==> src/rtl/memory_access_stage.sv <==
// MEM pipeline stage: issues loads/stores over a req/ack handshake, stalls upstream
// while an access is outstanding, aborts on timeout, and holds the MEM/WB register.
module memory_access_stage #(
   parameter int unsigned DATA_W  = 16,
   parameter int unsigned TIMEOUT = 15
) (
   input  logic              clk,
   input  logic              rst,
   input  logic              wbs_in,
   input  logic              wme_in,
   input  logic              mm_in,
   input  logic              wm_in,
   input  logic              ni_in,
   input  logic [DATA_W-1:0] ALUresult_in,
   input  logic [DATA_W-1:0] memData_in,
   output logic              mem_req,
   output logic              mem_we,
   output logic [DATA_W-1:0] mem_addr,
   output logic [DATA_W-1:0] mem_wdata,
   input  logic [DATA_W-1:0] mem_rdata,
   input  logic              mem_ack,
   output logic              stall,
   output logic              wbs_out,
   output logic              wm_out,
   output logic              ni_out,
   output logic [DATA_W-1:0] wb_data,
   output logic              err_timeout
);

   localparam int unsigned CNT_W = (TIMEOUT > 1) ? $clog2(TIMEOUT) : 1;

   typedef enum logic {IDLE = 1'b0, ACCESS = 1'b1} state_t;

   state_t             state, state_nxt;
   logic [CNT_W-1:0]   count, count_nxt;
   logic               mem_op, timeout, done;

   logic               req_nxt, we_nxt, err_nxt;
   logic [DATA_W-1:0]  addr_nxt, wdata_nxt, wb_data_nxt;
   logic               wbs_nxt, wm_nxt, ni_nxt;

   assign mem_op  = ~ni_in & (wme_in | mm_in);
   assign done    = (state == ACCESS) & mem_ack;
   // Ack in the last allowed cycle wins over the abort.
   assign timeout = (state == ACCESS) & ~mem_ack & (count == CNT_W'(TIMEOUT - 1));
   // Gated by rst so an async reset releases the pipeline immediately.
   assign stall   = ~rst & (((state == IDLE) & mem_op) |
                            ((state == ACCESS) & ~mem_ack & ~timeout));

   // State register
   always_ff @(posedge clk or posedge rst) begin
      if (rst) state <= IDLE;
      else     state <= state_nxt;
   end

   // Next-state logic
   always_comb begin
      state_nxt = state;
      case (state)
         IDLE:    if (mem_op) state_nxt = ACCESS;
         ACCESS:  if (done || timeout) state_nxt = IDLE;
         default: state_nxt = IDLE;
      endcase
   end

   // Next values of the registered outputs; default is hold plus a MEM/WB bubble
   always_comb begin
      req_nxt     = mem_req;
      we_nxt      = mem_we;
      addr_nxt    = mem_addr;
      wdata_nxt   = mem_wdata;
      count_nxt   = count;
      err_nxt     = err_timeout;
      wbs_nxt     = 1'b0;
      wm_nxt      = 1'b0;
      ni_nxt      = 1'b1;
      wb_data_nxt = '0;
      case (state)
         IDLE: begin
            if (mem_op) begin
               req_nxt   = 1'b1;
               we_nxt    = wme_in;
               addr_nxt  = ALUresult_in;
               wdata_nxt = memData_in;
               count_nxt = '0;
            end else begin
               wb_data_nxt = ALUresult_in;
               wm_nxt      = wm_in & ~ni_in;
               wbs_nxt     = wbs_in;
               ni_nxt      = ni_in;
            end
         end
         ACCESS: begin
            if (done) begin
               req_nxt     = 1'b0;
               wb_data_nxt = mem_we ? ALUresult_in : mem_rdata;
               wm_nxt      = wm_in;
               wbs_nxt     = wbs_in;
               ni_nxt      = 1'b0;
            end else if (timeout) begin
               req_nxt = 1'b0;
               err_nxt = 1'b1;
            end else begin
               count_nxt = count + CNT_W'(1);
            end
         end
         default: ;
      endcase
   end

   // Output and MEM/WB registers
   always_ff @(posedge clk or posedge rst) begin
      if (rst) begin
         count       <= '0;
         mem_req     <= 1'b0;
         mem_we      <= 1'b0;
         mem_addr    <= '0;
         mem_wdata   <= '0;
         err_timeout <= 1'b0;
         wbs_out     <= 1'b0;
         wm_out      <= 1'b0;
         ni_out      <= 1'b1;
         wb_data     <= '0;
      end else begin
         count       <= count_nxt;
         mem_req     <= req_nxt;
         mem_we      <= we_nxt;
         mem_addr    <= addr_nxt;
         mem_wdata   <= wdata_nxt;
         err_timeout <= err_nxt;
         wbs_out     <= wbs_nxt;
         wm_out      <= wm_nxt;
         ni_out      <= ni_nxt;
         wb_data     <= wb_data_nxt;
      end
   end

endmodule

==> config.mk <==
export PLATFORM = sky130hd
export DESIGN_NAME = memory_access_stage
export DESIGN_NICKNAME = d
export VERILOG_FILES = /design/src/rtl/memory_access_stage.sv
export SDC_FILE = /design/constraint.sdc
export NUM_CORES = 1
export LEC_CHECK = 0
export CAP_MARGIN = 15
export CORE_UTILIZATION = 62
export CTS_BUF_LIST = sky130_fd_sc_hd__clkbuf_4 sky130_fd_sc_hd__clkbuf_8 sky130_fd_sc_hd__clkbuf_16
export DETAILED_ROUTE_END_ITERATION = 16
export DONT_BUFFER_PORTS = 1
export GPL_ROUTABILITY_DRIVEN = 0
export PLACE_DENSITY = 0.78
export SKIP_CTS_REPAIR_TIMING = 1
export SLEW_MARGIN = 20
export SYNTH_ARGS = -nofsm -noshare
export SYNTH_HDL_FRONTEND = slang
export SYNTH_SLANG_ARGS = --single-unit
==> constraint.sdc <==
create_clock -name clk -period 2.7 [get_ports clk]
set_clock_uncertainty 0.05 [all_clocks]
set_input_delay 0.81 -clock clk [delete_from_list [all_inputs] [get_ports clk]]
set_output_delay 0.81 -clock clk [all_outputs]
set_load 0.01 [all_outputs]
* Yosys cells after proc, flatten, opt, wreduce, memory -nomap -nowiden *
Index checks and enable logic that the tools add are counted.

storage, ports and cells
  flip-flop bits (word level) = 59
  input bits = 56
  output and inout port bits = 55
  logic and storage cells = 62

operators by class
  $add $sub $neg = 1
  eq/ne operators = 5
  mux-type cells = 24
  bitwise gates (word level) = 16
  reduce and logical (&&, ||, !) cells = 5

operator list
  cell                                            count
  two-way mux 16 bit                              3
  case mux 16 bit (2 select lines)                1
  two-way mux 4 bit                               3
  two-way mux 1 bit                               11
  case mux 1 bit (2 select lines)                 5
  AND 1 bit                                       8
  case mux 4 bit (2 select lines)                 1
  != test 2 bit (second input constant)           3
  NOT 1 bit                                       6
  AND reduction 3 bit                             2
  adder 4 x 1 -> 4 bit (second input constant)    1
  == test 4 bit (second input constant)           1
  AND reduction 2 bit                             2
  != test 3 x 1 -> 1 bit (second input constant)  1
  bitwise OR 1 bit                                2
  logical OR 1 bit                                1

* Logic depth before layout (Yosys ltp) *
  word-level depth = 7
  gate-level depth with buffers = 5
  mapped depth without buffers = 5

* Worst setup path before layout *
OpenSTA, ideal clock, no wires.

  kind = input-to-output
  start point = in ni_in
  end point = out stall
  arrival = 1.374 ns
  data required time = 1.840 ns
  path slack = 0.466 ns
  cell stages on the path = 3
  path buffers = 0
  cell sequence = nor2_1 -> o21ai_2 -> a21oi_1

on the way
  cells in the longest elaborated chain, start to end = 5

ends and longest elaborated chain
  element             line  text
  start: declaration  13    input logic ni_in,
  NOT 1 bit           42    assign mem_op = ~ni_in & (wme_in | mm_in);
  AND 1 bit           42
  AND 1 bit           47    assign stall = ~rst & (((state == IDLE) & mem_op) |
  bitwise OR 1 bit    47
  AND 1 bit           47
  end: declaration    22    output logic stall,

Every way passes these cells.

* Worst setup path after layout *
  start point = reg state
  end point = out stall

on the way
  cells in the longest elaborated chain, start to end = 6
  elaborated cells between the ends (all ways) = 8
  those cells by class = 8 x bitwise

ends and longest elaborated chain
  element                   line    text
  start: declaration        34      state_t state, state_nxt;
  start signal: assignment  53      else state <= state_nxt;
  AND 1 bit                 45, 48
  AND 1 bit                 45      assign timeout = (state == ACCESS) & ~mem_ack & (count == CNT_W'(TIMEOUT - 1));
  NOT 1 bit                 48      ((state == ACCESS) & ~mem_ack & ~timeout));
  AND 1 bit                 48
  bitwise OR 1 bit *        47
  AND 1 bit *               47

Mark *: on every way between the ends. The rest lies on a longest branch, timed or not.

==> flow_metrics.py <==
metrics = {
    "setup_path": {
        "slowest_stage": "dfrtp_1",
        "crit_buf_inv": 0,
        "path_class": "reg -> out",
        "rrSetupSlack_ns": 0.85,
        "rr_worst_depth": 3,
        "worstSetupStartpointType": "register",
        "crit_cells": 3,
        "path_cells": "nor2_1, o21ai_2, a21oi_1",
        "rr_endpoint": "mem_addr[12]$_DFFE_PP0P_",
        "critPathTopFamily": "flip-flops",
        "startpoint": "state$_DFF_PP0_",
        "critPathRequiredTime_ns": 1.84,
        "r2r_start": "state$_DFF_PP0_",
        "critPathMaxStageDelay_ns": 0.47,
        "critPathMaxFanout": 8,
        "worst_ep_arrival_time_ns": 1.52,
        "cp-end-kind": "output pin",
        "endpoint": "stall",
    },
    "placed_design": {
        "dpl.hpwl_um": 3310,
        "port_buffers": 0,
        "placed_area_um2": 2450,
        "dpl_worst_slack_ns": 0.356,
    },
    "synth": {
        "yosysWarnings": 0,
        "synth_area_leaders": "dfrtp_1, mux2_4, a22o_1",
        "netlist_area_um2": 2420,
        "synth_top_area_share_pct": 59.9,
        "yosys_register_bits": 59,
        "yosysTopAreaCell": "dfrtp_1",
        "synth-seq-area-share_pct": 61.0,
        "netlist_instances": 152,
        "async_reset_ff_share_pct": 100,
        "synth_edf_count": 0,
        "yosysUniqueCellTypes": 34,
        "synth_ff_type": "dfrtp_1",
        "avgSynthCellArea_um2": 15.9,
        "syn_nets": 210,
    },
    "final_layout": {
        "nFillCells": 265,
        "nets": 219,
        "final_common_cell": "dfrtp_1",
        "antenna_cells": 0,
        "finalInstanceArea_um2": 2670,
        "drive_gt1_share_pct": 32.5,
        "final_cell_mix": "dfrtp_1, mux2_4, a22o_1",
        "area_delta_synth_final_pct": 10.0,
    },
    "detailed_routing": {
        "routed_wirelength_um": 4840,
        "vias_per_cell": 6.29,
        "vias": 1345,
        "routedWlPerCell_um": 22.6,
        "first_pass_iters": 4,
        "drc": 0,
        "drt-initial-drc-count": 126,
        "antenna_left": 0,
    },
    "power_and_ir_drop": {
        "p_per_area_nw_per_um2": 926,
        "vdd_drop_max_v": 0.000525,
        "p_leak_nw": 1.26,
        "total_power_w": 0.00247,
    },
    "grt": {
        "grt_max_degree": 60,
        "grt_antenna_before_repair": 0,
        "grt_pass1_vias": 1421,
        "grt_use_total_pct": 25.0,
        "grt_pass1_wl_um": 7400,
        "gr-total-overflow": 0,
    },
    "floorplanning": {
        "std_cell_rows": 22,
        "fp.dieArea_um2": 4160,
        "core-area_um2": 3720,
        "start_util_pct": 65.2,
        "die_w_um": 64.5,
        "ios": 111,
        "die_y_um": 64.5,
    },
    "clock_network": {
        "clkLatencyLatePin_ns": 0.32,
        "clock_path_buffers": 2,
        "htreeDepth": 3,
        "clock_sinks": 59,
        "cts_root_buf": "clkbuf_8",
        "clk_pin_slew_ns": 0.06,
        "cts_tree": "built",
        "cts_buffers": 9,
    },
    "flow_run": {
        "timing.max_cap.violations": 0,
    },
    "sta": {
        "finalSetupViolCount": 0,
        "setup-tns-final_ns": 0,
        "max-slew-margin-rel_pct": 50.6,
        "tightest_slew_ns": 0.740,
        "period_minus_slack_ns": 2.38,
        "finalHoldViolCount": 0,
        "fin_ws_ns": 0.324,
        "post-route-period-util_pct": 88.0,
        "rsz0062_at_grt": "no",
        "report.final.slew_viol_count": 0,
        "max_freq_ghz": 0.421,
    },
    "min_path": {
        "hold_class": "in -> async",
    },
    "run_status": {
        "run_status": "complete, no violations",
    },
}
-- through the flow --
stage          hold WS (ns)  cells  util, %
5_1_grt               0.381    214     71.7
4_1_cts               0.373    214     71.7
2_1_floorplan         0.428    152        -
3_5_place_dp          0.465    198     66.0
6_report              0.363    214     71.7
3_3_place_gp          0.450    198     66.0
-- cell type report --
type | count | area (um^2) | share of cell area [%]
Clock buffer | 12 | 165 | 6.20
Inverter | 2 | 7.51 | 0.282
Multi-Input combinational cell | 86 | 872 | 32.7
Timing Repair Buffer | 3 | 35.0 | 1.31
Tap cell | 48 | 60.1 | 2.25
Clock inverter | 4 | 47.5 | 1.78
Sequential cell | 59 | 1480 | 55.4
-- worst register-to-register path, cell delays in order, from the launching register on --
cell     delay, ns
dfrtp_1       0.47
or2_4         0.32
nor2_8        0.52
mux2_4        0.37
-- how the worst min path moves through the flow --
stage	startpoint	endpoint
after detailed placement	err_timeout$_DFFE_PP0P_	err_timeout$_DFFE_PP0P_
after CTS	rst	mem_wdata[2]$_DFFE_PP0P_
after global routing	rst	mem_addr[6]$_DFFE_PP0P_
after floorplan	count[3]$_DFFE_PP0P_	count[3]$_DFFE_PP0P_
final	rst	err_timeout$_DFFE_PP0P_
after global placement	count[3]$_DFFE_PP0P_	count[3]$_DFFE_PP0P_
-- cell usage after synthesis, drive strengths merged (2+ instances only) --
| master | number |
|---|---|
| dfrtp | 58 |
| o21ai | 5 |
| and3 | 2 |
| nor2 | 4 |
| nand3 | 4 |
| ha | 2 |
| a22o | 17 |
| inv | 2 |
| a21boi | 2 |
| mux2 | 32 |
| buf | 5 |
| nand2 | 3 |
| a21oi | 2 |
-- routing by layer --
| layer | vias up | part of all wire [%] | track usage (%) |
|---|---|---|---|
| li1 | 574 | - | - |
| met4 | 0 | 1.8 | 15.0 |
| met3 | 9 | 9.6 | 10.4 |
| met2 | 79 | 50 | 37.2 |
| met5 | - | 0 | 0 |
| met1 | 683 | 39 | 30.3 |
-- cells by family (layout without fill, tap and decap cells) --
kind of cell	after synthesis	after routing	synth area share, %
muxes	32	32	19.1
DFF	59	59	61.0
and+or+nand+nor	18	18	4.70
adders and majority gates	2	2	1.03
AOI/OAI and AO/OA	34	34	11.2
buffers and inverters	7	21	3.00
-- registers in the layout, summed over array words and instances (netlist names) --
register / cells
count: 4
err_timeout: 1
mem_addr: 16
mem_req: 1
mem_wdata: 16
mem_we: 1
ni_out: 1
state: 1
wb_data: 16
wbs_out: 1
wm_out: 1
-- where the power goes --
| part | internal [W] | total, W | switching, W |
|---|---|---|---|
| combinational | 0.000214 | 0.000359 | 0.000145 |
| clock | 0.000498 | 0.000832 | 0.000333 |
| sequential | 0.00106 | 0.00128 | 0.000215 |
Power figures use the tool's default switching activity.
